### config.mk
export PLATFORM = sky130hd
export DESIGN_NAME = ps2_key_event_ctrl
export DESIGN_NICKNAME = d
export VERILOG_FILES = /design/src/rtl/ps2_key_event_ctrl.sv
export SDC_FILE = /design/constraint.sdc
export NUM_CORES = 1
export LEC_CHECK = 0
export BUFFER_PORTS_ARGS = -buffer_cell sky130_fd_sc_hd__buf_4
export CORE_MARGIN = 2
export CORE_UTILIZATION = 35
export CTS_CLUSTER_DIAMETER = 40
export DETAILED_ROUTE_END_ITERATION = 6
export PLACE_DENSITY_LB_ADDON = 0.08
export SLEW_MARGIN = 30
export SYNTH_ARGS = -nofsm -noshare
export SYNTH_HDL_FRONTEND = slang
export SYNTH_SLANG_ARGS = --single-unit
### constraint.sdc
create_clock -name clk -period 3.8 [get_ports clk]
set_input_delay 0.19 -clock clk [delete_from_list [all_inputs] [get_ports clk]]
set_output_delay 0.19 -clock clk [all_outputs]
set_load 0.02 [all_outputs]
### src/rtl/ps2_key_event_ctrl.sv
// ps2_key_event_ctrl: turns raw PS/2 scancode bytes into make/break events.
// The byte strobe is synchronised into clk and edge-detected. An E0/F0 prefix
// FSM with a timeout decodes the bytes. Decoded events wait in a
// first-word-fall-through FIFO. The block also tracks the key that is held down.
// Optional build macro PS2_TYPEMATIC_FILTER_EN: typematic repeats of the held
// key are not pushed to the FIFO.
module ps2_key_event_ctrl #(
  parameter int FIFO_DEPTH     = 8,
  parameter int TIMEOUT_CYCLES = 100000
) (
  input  logic                          clk,
  input  logic                          reset,
  input  logic                          code_strobe,
  input  logic [7:0]                    scancode,
  input  logic                          evt_ready,
  input  logic                          ovf_clr,
  output logic                          evt_valid,
  output logic [7:0]                    evt_code,
  output logic                          evt_break,
  output logic                          evt_ext,
  output logic [$clog2(FIFO_DEPTH):0]   fifo_level,
  output logic                          overflow,
  output logic                          proto_err,
  output logic [7:0]                    held_code
);

  localparam int AW = $clog2(FIFO_DEPTH);
  localparam int TW = $clog2(TIMEOUT_CYCLES + 1);
  localparam logic [TW-1:0] TO_LAST = TW'(TIMEOUT_CYCLES - 1);
  localparam logic [AW:0]   DEPTH_L = (AW + 1)'(FIFO_DEPTH);

  typedef enum logic [1:0] {IDLE, EXT, BRK, EXT_BRK} state_t;

  logic          s1_q, s2_q, s3_q;
  logic          rise;
  state_t        state_q, state_d;
  logic [TW-1:0] cnt_q, cnt_d;
  logic          emit, emit_brk, emit_ext, perr_d;
  logic          push_req, pop, accept, drop;
  logic [AW-1:0] wr_ptr_q, wr_ptr_d, rd_ptr_q, rd_ptr_d;
  logic [AW:0]   level_q, level_d;
  logic          ovf_q, ovf_d, perr_q;
  logic [7:0]    held_q, held_d;
  logic [9:0]    mem_q [FIFO_DEPTH];
  logic [9:0]    head;

  // Two-flop synchroniser plus a delay flop, so that a strobe held high gives a single rise
  always_ff @(posedge clk) begin
    if (!reset) begin
      s1_q <= 1'b0;
      s2_q <= 1'b0;
      s3_q <= 1'b0;
    end else begin
      s1_q <= code_strobe;
      s2_q <= s1_q;
      s3_q <= s2_q;
    end
  end

  assign rise = s2_q & ~s3_q;

  // Prefix FSM state and timeout counter registers
  always_ff @(posedge clk) begin
    if (!reset) begin
      state_q <= IDLE;
      cnt_q   <= '0;
    end else begin
      state_q <= state_d;
      cnt_q   <= cnt_d;
    end
  end

  // Prefix decoding: a rise takes priority over the timeout
  always_comb begin
    state_d  = state_q;
    cnt_d    = cnt_q;
    emit     = 1'b0;
    emit_brk = 1'b0;
    emit_ext = 1'b0;
    perr_d   = 1'b0;
    if (rise) begin
      cnt_d = '0;
      case (state_q)
        IDLE: begin
          if (scancode == 8'hE0)      state_d = EXT;
          else if (scancode == 8'hF0) state_d = BRK;
          else                        emit = 1'b1;
        end
        EXT: begin
          if (scancode == 8'hF0)      state_d = EXT_BRK;
          else if (scancode != 8'hE0) begin
            emit     = 1'b1;
            emit_ext = 1'b1;
            state_d  = IDLE;
          end
        end
        BRK: begin
          if (scancode == 8'hE0) begin
            perr_d  = 1'b1;
            state_d = IDLE;
          end else if (scancode != 8'hF0) begin
            emit     = 1'b1;
            emit_brk = 1'b1;
            state_d  = IDLE;
          end
        end
        EXT_BRK: begin
          state_d = IDLE;
          if (scancode == 8'hE0 || scancode == 8'hF0) begin
            perr_d = 1'b1;
          end else begin
            emit     = 1'b1;
            emit_brk = 1'b1;
            emit_ext = 1'b1;
          end
        end
        default: state_d = IDLE;
      endcase
    end else if (state_q != IDLE) begin
      if (cnt_q == TO_LAST) begin
        state_d = IDLE;
        cnt_d   = '0;
      end else begin
        cnt_d = cnt_q + 1'b1;
      end
    end else begin
      cnt_d = '0;
    end
  end

`ifdef PS2_TYPEMATIC_FILTER_EN
  assign push_req = emit & ~(~emit_brk & (scancode == held_q));
`else
  assign push_req = emit;
`endif

  assign pop    = (level_q != '0) & evt_ready;
  assign accept = push_req & ((level_q < DEPTH_L) | pop);
  assign drop   = push_req & ~accept;

  // FIFO bookkeeping, the overflow flag and the held-key tracker
  always_comb begin
    wr_ptr_d = accept ? wr_ptr_q + 1'b1 : wr_ptr_q;
    rd_ptr_d = pop ? rd_ptr_q + 1'b1 : rd_ptr_q;
    level_d  = level_q;
    if (accept && !pop)      level_d = level_q + 1'b1;
    else if (!accept && pop) level_d = level_q - 1'b1;
    ovf_d = ovf_q;
    if (drop)         ovf_d = 1'b1;
    else if (ovf_clr) ovf_d = 1'b0;
    held_d = held_q;
    if (emit) begin
      if (!emit_brk)               held_d = scancode;
      else if (scancode == held_q) held_d = 8'h00;
    end
  end

  // Control registers: pointers, level, flags, held key
  always_ff @(posedge clk) begin
    if (!reset) begin
      wr_ptr_q <= '0;
      rd_ptr_q <= '0;
      level_q  <= '0;
      ovf_q    <= 1'b0;
      perr_q   <= 1'b0;
      held_q   <= 8'h00;
    end else begin
      wr_ptr_q <= wr_ptr_d;
      rd_ptr_q <= rd_ptr_d;
      level_q  <= level_d;
      ovf_q    <= ovf_d;
      perr_q   <= perr_d;
      held_q   <= held_d;
    end
  end

  // Event storage; the level counter tells which entries are valid, so storage needs no reset
  always_ff @(posedge clk) begin
    if (accept) mem_q[wr_ptr_q] <= {scancode, emit_brk, emit_ext};
  end

  assign head       = mem_q[rd_ptr_q];
  assign evt_valid  = (level_q != '0);
  assign evt_code   = evt_valid ? head[9:2] : 8'h00;
  assign evt_break  = evt_valid & head[1];
  assign evt_ext    = evt_valid & head[0];
  assign fifo_level = level_q;
  assign overflow   = ovf_q;
  assign proto_err  = perr_q;
  assign held_code  = held_q;

endmodule

==> insert_results.sql, run 1 <==
INSERT INTO impl_metrics (metric_group, metric, value, unit) VALUES
('outcome', 'run_status', 'complete, no violations', ''),
('sta', 'final_period_minus_worst_setup_slack', '2.504', 'ns'),
('sta', 'worst_slew_margin_rel', '36.83', '%'),
('synth', 'ys_types', '46', ''),
('floorplanning', 'initial_utilization', '35.79', '%'),
('critical_path', 'critical_path.slowest_cell', 'dfxtp_1', ''),
('critical_path', 'delay_of_the_slowest_critical_path_stage', '0.37', 'ns'),
('routing', 'drt_drc_violations_left', '0', ''),
('synth', 'postSynthAreaPerCell', '14.25', 'sq um'),
('floorplanning', 'placementRows', '44', ''),
('pwr', 'cellPowerDensity', '606.1', 'nW/um^2'),
('synth', 'mappedNetlistArea', '5201', 'sq um'),
('routing', 'drt.antenna.violating_nets', '0', ''),
('routing', 'drt_wl_total', '11120', 'um'),
('run', 'max_cap_violations', '0', ''),
('synth', 'synth.yosys.seq_area_share', '63.51', '%'),
('clock_tree', 'ctsRootBufferMaster', 'clkbuf_16', ''),
('layout', 'finalNetCount', '436', ''),
('sta', 'transition_time_of_the_tightest_slew_check_pin', '0.9405', 'ns'),
('sta', 'rsz_0062_raised_after_global_routing', 'false', ''),
('pwr', 'total_switching_power', '1024', 'uW'),
('layout', 'antenna_cells', '0', ''),
('min_path', 'hold_wc_path_type', 'in2reg', ''),
('grt', 'globalRouteOverflowTotal', '0', ''),
('clock_tree', 'insertion_delay', '0.41', 'ns'),
('synth', 'syn_inst', '365', ''),
('synth', 'yosysWarnings', '0', ''),
('grt', 'track_usage', '14.72', '%'),
('critical_path', 'worst_setup_path_start_kind', 'flip-flop', ''),
('layout', 'fillerInstances', '1365', ''),
('clock_tree', 'clockBufferDepth', '2', ''),
('sta', 'fmaxAchievable', '0.3993', 'GHz'),
('routing', 'vias', '3069', ''),
('clock_tree', 'cts_inserted_buffers', '17', ''),
('sta', 'timing.final.max_slew_violations', '0', ''),
('pwr', 'seq_power_share', '40.3', '%'),
('routing', 'wl_per_cell', '18.14', 'um'),
('floorplanning', 'num_io_pins', '38', ''),
('grt', 'pin_count_of_the_biggest_net_entering_global_routing', '32', ''),
('placed_design', 'hpwl', '7052', 'um'),
('synth', 'net_count_after_synthesis', '385', ''),
('pwr', 'clockPowerShare', '39.5', '%'),
('synth', 'count_of_flip_flops_with_a_built_in_enable_after_synthesis', '80', ''),
('sta', 'timing.setup.tns', '0', 'ns'),
('placed_design', 'routability_cong', '0.7433', ''),
('grt', 'antenna_found_initial', '0', ''),
('floorplanning', 'fp.dieW', '125.9', 'um'),
('synth', 'ys_async_sr_fraction', '0', '%'),
('routing', 'dr.pass1.iters', '4', ''),
('layout', 'post_route_cells_drive_above_1_share', '25.41', '%'),
('layout', 'stdcell_count', '613', ''),
('sta', 'finalHoldViolations', '0', ''),
('synth', 'synth_seq_cells', '125', ''),
('layout', 'flow.area_growth_from_synthesis', '21.31', '%'),
('placed_design', 'placed_area', '5743', 'sq um'),
('floorplanning', 'core_area', '14530', 'sq um'),
('floorplanning', 'fp.dieH', '125.9', 'um'),
('sta', 'fin_crit_sh', '65.91', '%'),
('clock_tree', 'h-tree-depth', '4', ''),
('pwr', 'max-vdd-ir-drop', '0.3019', 'mV'),
('pwr', 'cellInternalPower', '2800', 'uW'),
('critical_path', 'type_of_element_capturing_the_critical_path', 'flip-flop', ''),
('critical_path', 'worstPathCellList', 'nor4_2 -> buf_4 -> inv_1 -> nand2_1 -> ha_1 -> inv_1 -> ha_1 -> a21oi_1 -> a211oi_1 -> a31oi_1 -> mux2i_1', ''),
('pwr', 'fin_total_pwr', '3824', 'uW'),
('critical_path', 'arrival_time_worst_endpoint', '2.85', 'ns'),
('pwr', 'power.share.combinational', '20.2', '%'),
('routing', 'vias_per_cell', '5.007', ''),
('layout', 'layout.cell_area.non_filler', '6310', 'sq um'),
('pwr', 'leakagePower', '0.002087', 'uW'),
('placed_design', 'place_inst', '580', ''),
('synth', 'synthFlopType', 'edfxtp_1', '');
[cells in the mapped netlist, types with 5 or more instances]
master | instances | area [sq um]
ha_1 | 6 | 75.07
nand4_1 | 10 | 62.56
and2_1 | 12 | 75.07
nor3_1 | 5 | 25.02
dfxtp_1 | 45 | 900.9
nor4_1 | 5 | 31.28
xnor2_1 | 20 | 175.2
a32oi_1 | 8 | 70.07
nand3_1 | 13 | 65.06
xor2_1 | 8 | 70.07
mux4_2 | 20 | 450.4
edfxtp_1 | 80 | 2402
nor2_1 | 33 | 123.9
o21ai_0 | 11 | 55.05
mux2i_1 | 13 | 130.1
clkbuf_1 | 9 | 33.78
nand2_1 | 20 | 75.07
[placed cells by master, fill, tap and decap left out, types with 2 or more instances in the layout]
cell,Yosys,layout
xor2_1,8,8
nor4b_2,0,2
and4bb_2,2,2
nor2b_1,4,4
nand2_1,20,20
clkinv_1,0,2
and4_1,4,4
nand2b_1,3,3
buf_4,0,46
mux4_2,20,20
dfxtp_1,45,44
nor4_1,5,3
a21oi_1,2,2
ha_1,6,6
clkbuf_16,0,17
nor3b_1,2,2
o21ai_0,11,11
clkinvlp_4,0,4
nand3_1,13,13
clkinv_2,0,6
mux2i_1,13,13
nand4_1,10,10
edfxtp_1,80,80
bufinv_16,0,2
inv_1,4,4
nor3_1,5,5
and2_1,12,12
a21boi_0,2,2
nor2_1,33,33
xnor2_1,20,20
a32oi_1,8,8
[sequential cells by signal (all words and copies together) (netlist names), named ones only]
signal / flops
rd_ptr_q: 3
proto_err: 1
cnt_q: 17
wr_ptr_q: 3
fifo_level: 4
s2_q: 1
overflow: 1
s1_q: 1
held_code: 8
s3_q: 1
state_q: 2
mem_q: 80
[power groups by stage]
stage	clock [uW]	combinational (uW)	sequential [uW]
detailed placement	0	789	1570
floorplan	0	505	1560
finish	1510	772	1540
CTS	1550	792	1540
global placement	0	784	1570
global route	1610	838	1550
[final cells by class]
type,count,area (sq um),area share (%)
multi-input cells,220,1842,29.19
flip-flops and latches,125,3304,52.37
inverters,5,21.27,0.3371
repair buffers,47,355.3,5.632
clock buffers,18,429.2,6.802
well taps,184,230.2,3.649
clock inverters,14,127.6,2.023
[metal layers]
| layer | vias to the layer above | part of all wire, % | global-route usage, % |
|---|---|---|---|
| met5 | - | 0 | 0 |
| met4 | 0 | 1.4 | 5.818 |
| met3 | 16 | 4.0 | 4.460 |
| met2 | 53 | 46 | 22.96 |
| met1 | 1514 | 48 | 19.32 |
| li1 | 1486 | - | - |
[metrics by stage]
step / setup slack [ns] / utilization, % / hold WS [ns]
CTS: 1.258 / 43.41 / 0.04011
global route: 1.032 / 43.41 / 0.05955
finish: 1.296 / 43.41 / 0.05230
floorplan: 1.331 / - / 0.2889
detailed placement: 1.270 / 39.51 / 0.4069
global placement: 1.321 / 39.51 / 0.4024
[path summary, 6_finish.rpt]
path	to	slack [ns]	start	depth (start not counted)
worst max-delay path	fifo_level[3]$_SDFFE_PN0P_	1.30	fifo_level[0]$_SDFFE_PN0P_	11
worst min-delay path	mem_q[3][8]$_DFFE_PP_	0.05	scancode[6]	1
worst max register to register	fifo_level[3]$_SDFFE_PN0P_	1.30	fifo_level[0]$_SDFFE_PN0P_	11
worst min register to register	s2_q$_SDFF_PN0_	0.43	s1_q$_SDFF_PN0_	1
[logic make-up (layout without fill, tap and decap cells)]
logic type / count (synthesis) / after routing / synth area share, %
compound gates: 31 / 31 / 4.234
xor+xnor: 28 / 28 / 4.715
fa+ha+maj: 7 / 7 / 1.828
buf+inv: 20 / 84 / 1.732
flops: 125 / 125 / 63.51
mux: 33 / 33 / 11.16
simple gates: 121 / 121 / 12.82
[timing repair]
action                                 CTS  global route
endpoints found under the hold margin    1             0
setup buffers                            0             0
hold buffers                             1             0
gates resized for setup                  0             0
[critical path, delay by kind of cell, from the launching register on]
family | cells | cell delay, ns
AO/OA/AOI/OAI | 3 | 0.47
adder cells (fa/ha/maj) | 2 | 0.51
buffers and inverters | 3 | 0.46
AND/OR/NAND/NOR | 2 | 0.44
multiplexers | 1 | 0.19
flip-flops | 1 | 0.37
Note: power is estimated with default switching activity, not from simulation.
==> run 2, diff against run 1 <==
==> constraint.sdc (replaced) <==
create_clock -name clk -period 2.1 [get_ports clk]
set_input_delay 0.105 -clock clk [delete_from_list [all_inputs] [get_ports clk]]
set_output_delay 0.105 -clock clk [all_outputs]
set_load 0.02 [all_outputs]
==> insert_results.sql, run 2 (same netlist as run 1, synthesis figures left out) <==
INSERT INTO impl_metrics (metric_group, metric, value, unit) VALUES
('outcome', 'run_status', 'complete, no violations', ''),
('critical_path', 'timing.reg2reg.setup_slack', '0.09', 'ns'),
('min_path', 'hold_path_end', 'overflow$_SDFFE_PN0P_', ''),
('clock_tree', 'insertion_delay', '0.41', 'ns'),
('floorplanning', 'initial_utilization', '35.79', '%'),
('grt', 'antenna_found_initial', '0', ''),
('layout', 'fillerInstances', '1343', ''),
('routing', 'vias', '3206', ''),
('routing', 'drt_iter0_markers', '162', ''),
('floorplanning', 'fp.dieW', '125.9', 'um'),
('clock_tree', 'clkSinkCount', '125', ''),
('clock_tree', 'h-tree-depth', '4', ''),
('clock_tree', 'clockBufferDepth', '2', ''),
('placed_design', 'routability_cong', '0.7928', ''),
('routing', 'drt_drc_violations_left', '0', ''),
('clock_tree', 'tritoncts', 'built', ''),
('placed_design', 'place_ws', '-0.07201', 'ns'),
('sta', 'timing.final.max_slew_violations', '0', ''),
('clock_tree', 'post_cts.repair.setup_buffers', '0', ''),
('clock_tree', 'cts_inserted_buffers', '17', ''),
('floorplanning', 'core_area', '14530', 'sq um'),
('critical_path', 'worst_setup_path_start_kind', 'flip-flop', ''),
('critical_path', 'crit_type', 'reg2reg', ''),
('min_path', 'hold_path_startpoint', 'ovf_clr', ''),
('min_path', 'holdPathStages', '4', ''),
('layout', 'flow.area_growth_from_synthesis', '28.03', '%'),
('pwr', 'leakagePower', '0.002264', 'uW'),
('pwr', 'cellPowerDensity', '1102', 'nW/um^2'),
('sta', 'fin_hold_ws', '0.01139', 'ns'),
('layout', 'layout_common_cells', 'edfxtp_1, buf_4, dfxtp_1, nor2_1', ''),
('sta', 'final_critical_path_setup_slack', '0.09461', 'ns'),
('routing', 'vias_per_cell', '4.986', ''),
('sta', 'worst_slew_margin_rel', '59.96', '%'),
('placed_design', 'port-buffer-count', '37', ''),
('critical_path', 'arrival_time_worst_endpoint', '2.31', 'ns'),
('clock_tree', 'ctsRootBufferMaster', 'clkbuf_16', ''),
('critical_path', 'worstReg2RegStart', 'fifo_level[2]$_SDFFE_PN0P_', ''),
('sta', 'timing.setup.tns', '0', 'ns'),
('sta', 'finalHoldViolations', '0', ''),
('run', 'max_cap_violations', '0', ''),
('routing', 'drt_wl_total', '11320', 'um'),
('sta', 'clock_skew', '0.005642', 'ns'),
('critical_path', 'r2r-end', 'fifo_level[2]$_SDFFE_PN0P_', ''),
('placed_design', 'hpwl', '7474', 'um'),
('routing', 'wl_per_cell', '17.61', 'um'),
('grt', 'globalRouteOverflowTotal', '0', ''),
('sta', 'setup_violations', '0', ''),
('pwr', 'max-vdd-ir-drop', '0.6660', 'mV'),
('clock_tree', 'clkSlewWorstSetupHoldPaths', '0.05', 'ns'),
('placed_design', 'placed_area', '6010', 'sq um'),
('layout', 'post_route_cells_drive_above_1_share', '33.12', '%'),
('layout', 'top_register', 'mem_q', ''),
('layout', 'finalNetCount', '466', ''),
('critical_path', 'crit_path_max_fanout', '3', ''),
('sta', 'transition_time_of_the_tightest_slew_check_pin', '0.5953', 'ns'),
('grt', 'number_of_global_route_vias_before_repair', '3212', ''),
('grt', 'track_usage', '15.20', '%'),
('layout', 'layout.cell_area.non_filler', '6659', 'sq um'),
('critical_path', 'worst-r2r-cell-count', '10', ''),
('sta', 'fin_crit_sh', '95.49', '%'),
('sta', 'final_period_minus_worst_setup_slack', '2.005', 'ns'),
('routing', 'dr.pass1.iters', '4', ''),
('layout', 'antenna_cells', '0', ''),
('sta', 'fmaxAchievable', '0.4987', 'GHz'),
('critical_path', 'critical_path_required', '2.41', 'ns'),
('grt', 'pin_count_of_the_biggest_net_entering_global_routing', '32', ''),
('floorplanning', 'fp.dieH', '125.9', 'um'),
('floorplanning', 'num_io_pins', '38', ''),
('grt', 'wire_length_of_the_first_global_routing_pass', '17770', 'um'),
('floorplanning', 'placementRows', '44', ''),
('layout', 'layout.cells.most_common', 'edfxtp_1', ''),
('floorplanning', 'floorplan.die_area', '15850', 'sq um'),
('routing', 'drt.antenna.violating_nets', '0', ''),
('critical_path', 'type_of_element_capturing_the_critical_path', 'flip-flop', ''),
('layout', 'largest_reg_flops', '80', ''),
('min_path', 'hold_wc_path_type', 'in2reg', '');
-- run 2: through the flow --
step | cells | power, uW | util, %
2_1_floorplan | 365 | 3806 | -
3_3_place_gp | 608 | 4476 | 41.35
3_5_place_dp | 608 | 4499 | 41.35
4_1_cts | 642 | 7368 | 45.48
5_1_grt | 643 | 7663 | 45.82
6_report | 643 | 7337 | 45.82
-- run 2: cell type report --
| type | instances | area [sq um] | share of cell area, % |
|---|---|---|---|
| sequential | 125 | 3311 | 49.72 |
| multi-input combinational | 220 | 1903 | 28.58 |
| timing repair buffer | 77 | 613.1 | 9.207 |
| clock buffer | 18 | 429.2 | 6.445 |
| tap | 184 | 230.2 | 3.457 |
| clock inverter | 14 | 151.4 | 2.274 |
| inverter | 5 | 21.27 | 0.3194 |
-- run 2: worst max-delay path, cell delays in order (launching register included) --
cell     delay (ns)
dfxtp_2        0.33
nor4_4         0.31
inv_2          0.07
nand2_2        0.08
ha_2           0.18
inv_2          0.06
buf_4          0.14
fa_1           0.37
xnor2_1        0.14
o21ai_0        0.08
and2_1         0.15
-- run 2: report_power, final --
group	switching (uW)	internal [uW]
Sequential	81.3	2690
Combinational	843	878
Clock	1000	1840
Total	1930	5410
-- run 2: how the worst max path moves through the flow --
stage                               start                    endpoint  slack [ns]  depth (start not counted)
3_3_place_gp                  scancode[2]  fifo_level[3]$_SDFFE_PN0P_       0.006                         13
3_5_place_dp                  scancode[2]  fifo_level[3]$_SDFFE_PN0P_       -0.07                         13
6_report       fifo_level[2]$_SDFFE_PN0P_  fifo_level[2]$_SDFFE_PN0P_        0.09                         10
4_1_cts                         flip-flop                 evt_code[5]        0.02                          5
2_1_floorplan             s3_q$_SDFF_PN0_  fifo_level[3]$_SDFFE_PN0P_        0.05                         12
5_1_grt                   s3_q$_SDFF_PN0_  fifo_level[3]$_SDFFE_PN0P_      -0.005                         11
-- run 2: what timing repair did --
item / in CTS / in global routing
endpoints found under the hold margin: 9 / 0
hold buffers: 2 / 0
resized for setup: 0 / 8
setup endpoints to repair: 0 / 7
-- run 2: metal layers --
metal  wire length (um)  track usage [%]  share of wire, %  up-vias
li1                   -                -                 -     1554
met1               5352            20.13                47     1594
met2               5378            23.81                48       42
met3                397            3.908               3.5       16
met4                193            6.399               1.7        0
met5                  0                0                 0        -
